<file path="src/rtl/fwd_scoreboard.sv">
// fwd_scoreboard: forward selects, load-use stall and saturating stall count over an in-flight destination shift register
module fwd_scoreboard #(
  parameter  int REG_AW    = 5,
  parameter  int NUM_SRC   = 2,
  parameter  int FWD_DEPTH = 2,
  parameter  int LOAD_LAT  = 1,
  localparam int SEL_W     = $clog2(FWD_DEPTH + 1)
) (
  input  logic                      clk_i,
  input  logic                      rst_i,
  input  logic                      ID_Valid_i,
  input  logic [NUM_SRC*REG_AW-1:0] ID_RS_i,
  input  logic [REG_AW-1:0]         ID_RD_i,
  input  logic                      ID_RegWrite_i,
  input  logic                      ID_MemRead_i,
  input  logic                      Flush_i,
  output logic                      Stall_o,
  output logic [NUM_SRC*SEL_W-1:0]  Forward_o,
  output logic [15:0]               StallCount_o
);
  logic [FWD_DEPTH-1:0] v, w, ld;
  logic [REG_AW-1:0] rd [FWD_DEPTH];
  logic [NUM_SRC-1:0][FWD_DEPTH-1:0] hit;
  logic [NUM_SRC*SEL_W-1:0] sel;
  logic [NUM_SRC-1:0] haz;
  logic issue;
  for (genvar n = 0; n < NUM_SRC; n++) begin : g_src
    for (genvar k = 0; k < FWD_DEPTH; k++) begin : g_slot
      assign hit[n][k] = v[k] && w[k] && rd[k] == ID_RS_i[n*REG_AW +: REG_AW] && |ID_RS_i[n*REG_AW +: REG_AW];
    end
  end
  always_comb begin
    sel = '0;
    haz = '0;
    for (int n = 0; n < NUM_SRC; n++) begin
      for (int k = FWD_DEPTH - 1; k >= 0; k--) begin
        sel[n*SEL_W +: SEL_W] = hit[n][k] ? SEL_W'(k + 1) : sel[n*SEL_W +: SEL_W];
        haz[n] = hit[n][k] ? ld[k] && k < LOAD_LAT : haz[n];
      end
    end
  end
  assign Stall_o = ID_Valid_i && !Flush_i && |haz;
  assign issue = ID_Valid_i && !Flush_i && !Stall_o;
  always_ff @(posedge clk_i) begin
    for (int k = FWD_DEPTH - 1; k > 0; k--) begin
      v[k] <= v[k-1];
      w[k] <= w[k-1];
      ld[k] <= ld[k-1];
      rd[k] <= rd[k-1];
    end
    v[0] <= issue;
    w[0] <= ID_RegWrite_i;
    ld[0] <= ID_MemRead_i;
    rd[0] <= ID_RD_i;
    Forward_o <= issue ? sel : '0;
    StallCount_o <= StallCount_o + 16'(Stall_o && ~&StallCount_o);
    if (rst_i) begin
      v <= '0;
      Forward_o <= '0;
      StallCount_o <= '0;
    end
  end
endmodule
</file>
<file path="config.mk">
export PLATFORM = sky130hd
export DESIGN_NAME = fwd_scoreboard
export DESIGN_NICKNAME = d
export VERILOG_FILES = /design/src/rtl/fwd_scoreboard.sv
export SDC_FILE = /design/constraint.sdc
export NUM_CORES = 1
export LEC_CHECK = 0
export CAP_MARGIN = 20
export CORE_UTILIZATION = 41
export CTS_CLUSTER_SIZE = 28
export DETAILED_ROUTE_END_ITERATION = 12
export GPL_TIMING_DRIVEN = 0
export PLACE_DENSITY = 0.74
export SYNTH_ARGS = -nofsm -noshare
export SYNTH_HDL_FRONTEND = slang
export SYNTH_SLANG_ARGS = --single-unit
</file>
<file path="constraint.sdc">
create_clock -name clk_i -period 2.9 [get_ports clk_i]
set_input_delay 0.58 -clock clk_i [delete_from_list [all_inputs] [get_ports clk_i]]
set_output_delay 0.58 -clock clk_i [all_outputs]
set_load 0.005 [all_outputs]
</file>
==> out/results.md, run 1 <==
| Parameter | This run |
|---|---|
| CTS hold repair buffers | 0 |
| Number of standard cells after synthesis | 141 |
| Fraction of power consumed by combinational cells | 7.5% |
| Status | completed |
| Critical path start-end classification | input pin to primary output |
| Initial antenna violation count | 0 |
| Antenna fix cells | 0 |
| Post-Syn Nets | 164 |
| Bufs on Longest Clock Path | 2 |
| Number of flops mapped to enable cells by yosys | 0 |
| Synth cell types | 25 |
| F_max | 0.366 GHz |
| Max Cap Violations | 0 |
| Worst clock skew | 0.00710 ns |
| Source-to-sink clock delay at the later pin of the worst-skew pair | 0.33 ns |
| Fraction of layout cells with a size suffix above 1 | 10.5% |
| Transition at the pin with the smallest max-transition slack | 0.418 ns |
| Via count of the first global-routing pass | 1,075 |
| Total number of placement rows | 20 |
| Warnings, synthesis | 0 |
| Commonest cells after routing, fill and taps aside | sky130_fd_sc_hd__dfxtp_1, sky130_fd_sc_hd__clkdlybuf4s50_1, sky130_fd_sc_hd__xnor2_1 |
| Total wirelength of the detailed-routed design | 2840 um |
| Final period util | 94.2% |
| Largest net degree at the start of global routing | 13 |
| Wire length of the first global-routing pass | 4550 um |
| Num CTS Buffers | 5 |
| Die outline area | 3640 sq um |
| Reported leakage power | 0.000735 uW |
| Arrival time at the worst endpoint | 2.15 ns |
| Worst setup slack for register-to-register paths | 0.31 ns |
| P per Cell Area | 461 nW/um^2 |
| Final worst path period need | 2.73 ns |
| Detailed-placement wirelength estimate | 2140 um |
| Overflow after GRT | 0 |
| Area of the multi-input gates | 726 sq um |
| Area growth from synthesis to layout | 42.0% |
| Drt via density | 4.80 |
| Part of the Yosys area used for sequential elements | 50.2% |
| Leading cell type in the layout, fill and taps excluded | sky130_fd_sc_hd__dfxtp_1 |
| Storage cell area | 701 sq um |
| Boundary Pins | 42 |
| Seq cells post-synth | 35 |
| DR vias | 1,127 |
| Peak fanout along the critical path | 3 |
| # fillers | 297 |
| Switching share of power | 22.1% |
| Horizontal extent of the die | 60.4 um |
| Effective utilization at floorplan | 44.3% |
| Routability-driven placement congestion ratio | 0.788 |
| Post-detailed-route DRC marker count | 0 |
| H-tree depth | 2 |
| Type of the most critical hold path | register to register |
| Mean instance size in the synthesized netlist | 9.90 sq um |
| Tightest hold margin | 0.361 ns |
| Clock sinks | 35 |
| Final setup fails | 0 |
| Number of DRC markers in iteration 0 | 14 |
| Async set-or-reset flop fraction in the synthesized netlist | 0% |
| Part of the power in the clock network | 37.7% |
| Category of the worst setup path launch point | input pin |
| CTS tree | built |
| TNS Setup | 0 ns |
| Final Hold Vio Count | 0 |
| IR Drop Worst-Case VDD | 0.312 mV |
| Number of buffers inserted by port buffering | 40 |
| Overall routing resource usage | 17.2% |
| Crit path required time | 2.32 ns |
| Worst max-slew margin expressed relative to the limit | 72.2% |
| Internal Power | 712 uW |
| Setup repair after global routing missed its margin | no |
| Final core area utilization | 62.9% |
| CORE AREA | 3150 sq um |
| Wirelength per Cell | 12.1 um |
| Fraction of power consumed by sequential logic | 54.8% |
| Top_reg_cell synth | sky130_fd_sc_hd__dfxtp_1 |
| Initial DRT Pass Iterations | 4 |
| NetSw | 202 uW |
| Library cell used as clock root buffer | sky130_fd_sc_hd__clkbuf_4 |
| Worst setup EP type | primary output |
| Mapped cell area | 1400 sq um |
| Antenna-violating nets left | 0 |
| Height of the die | 60.4 um |
| Final Max Tran Viols | 0 |
| Register clock-pin slew on the reported worst setup and hold paths | 0.10 ns |
| Final net count | 213 |
## power by group through the flow
stage | clock network [uW] | logic [uW] | registers [uW]
finish | 344 | 68.7 | 501
global route | 377 | 74.4 | 503
CTS | 354 | 68.9 | 501
detailed placement | 0 | 70.0 | 512
global placement | 0 | 68.1 | 511
floorplan | 0 | 33.6 | 509
## routing by layer
| layer | GRT usage, % | part of all wire (%) | up-vias |
|---|---|---|---|
| met4 | 7.97 | 1.2 | 0 |
| li1 | - | - | 574 |
| met3 | 5.12 | 3.6 | 4 |
| met2 | 28.1 | 51 | 23 |
| met1 | 20.7 | 44 | 526 |
| met5 | 0 | 0 | - |
## metrics by stage
stage / instances / area [sq um] / setup slack [ns] / total power (uW)
after detailed placement: 225 / 1850 / -0.945 / 582
after global routing: 235 / 1980 / 0.0334 / 954
after floorplan: 141 / 1400 / 0.0722 / 543
final: 235 / 1980 / 0.169 / 913
after CTS: 235 / 1970 / 0.111 / 925
after global placement: 225 / 1850 / -0.912 / 579
## worst max-delay path: stages
cell                            delay, ns
sky130_fd_sc_hd__dlygate4sd2_1       0.27
sky130_fd_sc_hd__or4_1               0.54
sky130_fd_sc_hd__nor2_2              0.20
sky130_fd_sc_hd__nor4_4              0.08
sky130_fd_sc_hd__o21ai_2             0.18
sky130_fd_sc_hd__nor2_1              0.05
sky130_fd_sc_hd__dlygate4sd2_1       0.26
## worst paths after layout
| path | start | to | cells after the start |
|---|---|---|---|
| hold / removal | w[0]$_DFF_P_ | w[1]$_DFF_P_ | 0 |
| setup reg to reg | rd[0][1]$_DFF_P_ | StallCount_o[10]$_SDFF_PP0_ | 12 |
| setup / recovery | ID_RS_i[4] | Stall_o | 7 |
| hold reg to reg | w[0]$_DFF_P_ | w[1]$_DFF_P_ | 0 |
## cell usage after synthesis (2+ instances only)
| cell | instances | area share (%) |
|---|---|---|
| sky130_fd_sc_hd__and3_1 | 3 | 1.3 |
| sky130_fd_sc_hd__nor2b_1 | 3 | 1.3 |
| sky130_fd_sc_hd__or4_1 | 4 | 2.2 |
| sky130_fd_sc_hd__nor4_1 | 2 | 0.90 |
| sky130_fd_sc_hd__and3b_1 | 2 | 1.3 |
| sky130_fd_sc_hd__nand3_1 | 8 | 2.9 |
| sky130_fd_sc_hd__xor2_1 | 10 | 6.3 |
| sky130_fd_sc_hd__a211oi_2 | 2 | 1.8 |
| sky130_fd_sc_hd__nor2_1 | 18 | 4.8 |
| sky130_fd_sc_hd__nor3_1 | 3 | 1.1 |
| sky130_fd_sc_hd__clkbuf_1 | 2 | 0.54 |
| sky130_fd_sc_hd__dfxtp_1 | 35 | 50 |
| sky130_fd_sc_hd__nand2_1 | 10 | 2.7 |
| sky130_fd_sc_hd__nand4_1 | 4 | 1.8 |
| sky130_fd_sc_hd__ha_1 | 2 | 1.8 |
| sky130_fd_sc_hd__xnor2_1 | 22 | 14 |
| sky130_fd_sc_hd__inv_1 | 3 | 0.81 |
## what timing repair did
item                                    in CTS  in global routing
endpoints found under the setup margin      12                  8
gates resized for setup                     18                  3
setup buffers                                2                  0
pin swaps                                    6                  3
## area by class of cell
type                       instances  share of cell area (%)
multi-input combinational        101                    36.6
clock inverter                     3                    2.21
tap                               44                    2.78
buffer                             2                   0.379
sequential                        35                    35.3
timing repair buffer              42                    20.3
clock buffer                       5                    1.89
inverter                           3                   0.568
## registers in the layout, summed over array words and instances (netlist names)
signal	flops
Forward_o	4
w	2
StallCount_o	16
ld	1
v	2
rd	10
## kinds of logic (layout without fill, tap and decap cells)
group / count (synthesis) / in the layout / share of synthesized area (%)
and+or+nand+nor: 62 / 62 / 23.1
adders and majority gates: 2 / 2 / 1.79
xor gates and xnor gates: 32 / 32 / 20.1
AOI/OAI and AO/OA: 5 / 5 / 3.49
DFF: 35 / 35 / 50.2
buffers and inverters: 5 / 55 / 1.34
(Power assumes the default switching activity.)
==> run 2, diff against run 1 <==
- CELL_PAD_IN_SITES_DETAIL_PLACEMENT: not set -> 0
- CELL_PAD_IN_SITES_GLOBAL_PLACEMENT: not set -> 1
- CORE_UTILIZATION: 41 -> 31
- PLACE_DENSITY: 0.74 -> not set
- PLACE_DENSITY_LB_ADDON: not set -> 0.1
==> out/results.md, run 2 (synthesis gave the netlist of run 1 again) <==
| Parameter | This run | Delta |
|---|---|---|
| Drt via density | 4.60 | was 4.80 |
| Crit path required time | 2.32 ns | about the same |
| Post-detailed-route DRC marker count | 0 | unchanged |
| Num CTS Buffers | 5 | unchanged |
| Boundary Pins | 42 | unchanged |
| CTS tree | built | unchanged |
| Crit path max-delay family | simple AND/OR/NAND/NOR gates | unchanged |
| Detailed-placement wirelength estimate | 2150 um | was 2140 um |
| Transition at the pin with the smallest max-transition slack | 0.555 ns | was 0.418 ns |
| Antenna fix cells | 0 | unchanged |
| Library cell used as clock root buffer | sky130_fd_sc_hd__clkbuf_8 | was sky130_fd_sc_hd__clkbuf_4 |
| Launch instance of the worst register-to-register path | rd[0][1]$_DFF_P_ | unchanged |
| DR vias | 1,126 | was 1,127 |
| Worst clock skew | 0.00755 ns | was 0.00710 ns |
| IR Drop Worst-Case VDD | 0.201 mV | was 0.312 mV |
| Number of buffers inserted by port buffering | 40 | unchanged |
| Instance count after placement with tap cells included | 233 | was 225 |
| Max Cap Violations | 0 | unchanged |
| Power Total | 918 uW | was 913 uW |
| Largest register FFs | 16 | unchanged |
| Number of cells in the finished layout apart from fillers | 245 | was 235 |
| Worst Reg-to-Reg Cells | 13 | was 12 |
| Bufs on Longest Clock Path | 2 | unchanged |
| Wirelength per Cell | 11.9 um | was 12.1 um |
| Fraction of layout cells with a size suffix above 1 | 15.5% | was 10.5% |
| Total number of placement rows | 24 | was 20 |
| Hold Crit Depth | 0 | unchanged |
| Number of DRC markers in iteration 0 | 34 | was 14 |
| Via count of the first global-routing pass | 1,100 | was 1,075 |
| Buffers plus inverters on the worst setup path | 3 | was 2 |
| Commonest cells after routing, fill and taps aside | sky130_fd_sc_hd__dfxtp_1, sky130_fd_sc_hd__clkdlybuf4s50_1, sky130_fd_sc_hd__xnor2_1 | unchanged |
| Final Max Tran Viols | 0 | unchanged |
| Height of the die | 69.1 um | was 60.4 um |
| Initial DRT Pass Iterations | 4 | unchanged |
| P per Cell Area | 452 nW/um^2 | was 461 nW/um^2 |
| TNS Setup | 0 ns | unchanged |
| Final worst path period need | 2.79 ns | was 2.73 ns |
| Final core area utilization | 46.6% | was 62.9% |
| Overflow after GRT | 0 | unchanged |
| H-tree depth | 2 | unchanged |
| Cell repeated most along the worst path | sky130_fd_sc_hd__dlygate4sd2_1 | unchanged |
| Effective utilization at floorplan | 32.1% | was 44.3% |
| Cell with the largest stage delay on the worst path | sky130_fd_sc_hd__or4_1 | unchanged |
| Antenna-violating nets left | 0 | unchanged |
| Clock sinks | 35 | unchanged |
| CTS hold repair buffers | 0 | unchanged |
| Overall routing resource usage | 12.9% | was 17.2% |
| Peak fanout along the critical path | 4 | was 3 |
| Worst path cell trace | dlygate4sd2_1 > or4_1 > nor2_2 > nor4_4 > o21ai_2 > buf_4 > nor2_1 > dlygate4sd2_1 | was dlygate4sd2_1 > or4_1 > nor2_2 > nor4_4 > o21ai_2 > nor2_1 > dlygate4sd2_1 |
| Final net count | 216 | was 213 |
| Status | completed | unchanged |
| F_max | 0.359 GHz | was 0.366 GHz |
| Hold path start | w[0]$_DFF_P_ | unchanged |
| Worst setup slack for register-to-register paths | 0.24 ns | was 0.31 ns |
| Wire length of the first global-routing pass | 4900 um | was 4550 um |
| Register clock-pin slew on the reported worst setup and hold paths | 0.07 ns | was 0.10 ns |
| Category of the worst setup path launch point | input pin | unchanged |
| Instance count on the critical path | 8 | was 7 |
| Initial antenna violation count | 0 | unchanged |
| Largest net degree at the start of global routing | 11 | was 13 |
| CORE AREA | 4350 sq um | was 3150 sq um |
| Die outline area | 4780 sq um | was 3640 sq um |
| Reported leakage power | 0.000760 uW | was 0.000735 uW |
| Leading cell type in the layout, fill and taps excluded | sky130_fd_sc_hd__dfxtp_1 | unchanged |
| Biggest cell delay along the critical path | 0.49 ns | was 0.54 ns |
| Tightest hold margin | 0.362 ns | was 0.361 ns |
| Worst max-slew margin expressed relative to the limit | 62.6% | was 72.2% |
| Arrival time at the worst endpoint | 2.21 ns | was 2.15 ns |
| Largest registers ranked by flip-flop count | StallCount_o x16, rd x10, Forward_o x4 | unchanged |
| Endpoint of the worst-slack reg-to-reg timing path | StallCount_o[10]$_SDFF_PP0_ | unchanged |
| Final period util | 96.1% | was 94.2% |
| Source-to-sink clock delay at the later pin of the worst-skew pair | 0.28 ns | was 0.33 ns |
| Final setup fails | 0 | unchanged |
| Type of the most critical hold path | register to register | unchanged |
| Register name with the most flops | StallCount_o | unchanged |
| Total wirelength of the detailed-routed design | 2920 um | was 2840 um |
| Worst setup EP type | primary output | unchanged |
| End point of the worst hold path | w[1]$_DFF_P_ | unchanged |
| Area growth from synthesis to layout | 45.3% | was 42.0% |
| Routability-driven placement congestion ratio | 0.716 | was 0.788 |
| # fillers | 411 | was 297 |
| Final Hold Vio Count | 0 | unchanged |
| Horizontal extent of the die | 69.1 um | was 60.4 um |
| Critical path start-end classification | input pin to primary output | unchanged |
run 2: cell types whose count changed in the layout (fill, tap and decap cells not counted), sizes merged:
cell,delta
clkbuf,+7
clkinv,-1
buf,+3
bufinv,-1
dlygate4sd2,-6
run 2: how the worst max path moves through the flow:
stage	slack, ns	end	start
2_1_floorplan	0.07	StallCount_o[10]$_SDFF_PP0_	ID_RS_i[0]
3_3_place_gp	-1.07	StallCount_o[10]$_SDFF_PP0_	ID_RS_i[6]
3_5_place_dp	-1.08	StallCount_o[10]$_SDFF_PP0_	ID_RS_i[7]
4_1_cts	0.03	StallCount_o[10]$_SDFF_PP0_	ID_RS_i[5]
5_1_grt	-0.02	StallCount_o[10]$_SDFF_PP0_	ID_RS_i[8]
6_report	0.11	Stall_o	ID_RS_i[8]
run 2: layer usage:
metal  wire length (um)  share of wire, %  GRT usage [%]  vias up
met4                 35               1.2           4.76        0
met3                172               5.9           5.26        5
met5                  0                 0              0        -
met1               1460                50           16.5      512
met2               1250                43           19.5       30
li1                   -                 -              -      579
run 2: worst register-to-register path, cell delays in order (launching register included):
cell and delay (ns):
sky130_fd_sc_hd__dfxtp_1 0.37, sky130_fd_sc_hd__inv_1 0.07, sky130_fd_sc_hd__a221o_1 0.33, sky130_fd_sc_hd__nor4_4 0.29, sky130_fd_sc_hd__o21ai_2 0.09, sky130_fd_sc_hd__buf_4 0.15, sky130_fd_sc_hd__nor3_4 0.15, sky130_fd_sc_hd__ha_2 0.23
sky130_fd_sc_hd__ha_4 0.15, sky130_fd_sc_hd__inv_1 0.06, sky130_fd_sc_hd__nor3_4 0.28, sky130_fd_sc_hd__nand4_1 0.15, sky130_fd_sc_hd__xor2_1 0.17, sky130_fd_sc_hd__nor2_1 0.05
run 2: final cells by class:
cell class / instances / area (sq um) / share of cell area [%]
Buffer: 2 / 7.51 / 0.370
Clock buffer: 6 / 82.6 / 4.07
Clock inverter: 1 / 5.00 / 0.247
Inverter: 3 / 11.3 / 0.555
Multi-Input combinational cell: 101 / 756 / 37.2
Sequential cell: 35 / 701 / 34.5
Tap cell: 52 / 65.1 / 3.21
Timing Repair Buffer: 45 / 402 / 19.8
run 2: through the flow:
step / area [sq um] / setup WS (ns)
6_report: 2030 / 0.114
5_1_grt: 2030 / -0.0178
4_1_cts: 2010 / 0.0263
3_5_place_dp: 1860 / -1.08
3_3_place_gp: 1860 / -1.07
2_1_floorplan: 1400 / 0.0722
run 2: where the power goes:
part	total, uW	internal (uW)	switching [uW]
clock network	349	186	163
registers	501	491	9.39
logic	68.2	38.0	30.2
run 2: what timing repair did:
action	CTS	global route
buffers inserted	2	3
resized for setup	23	15
pin swaps	9	12
setup endpoints to repair	12	9
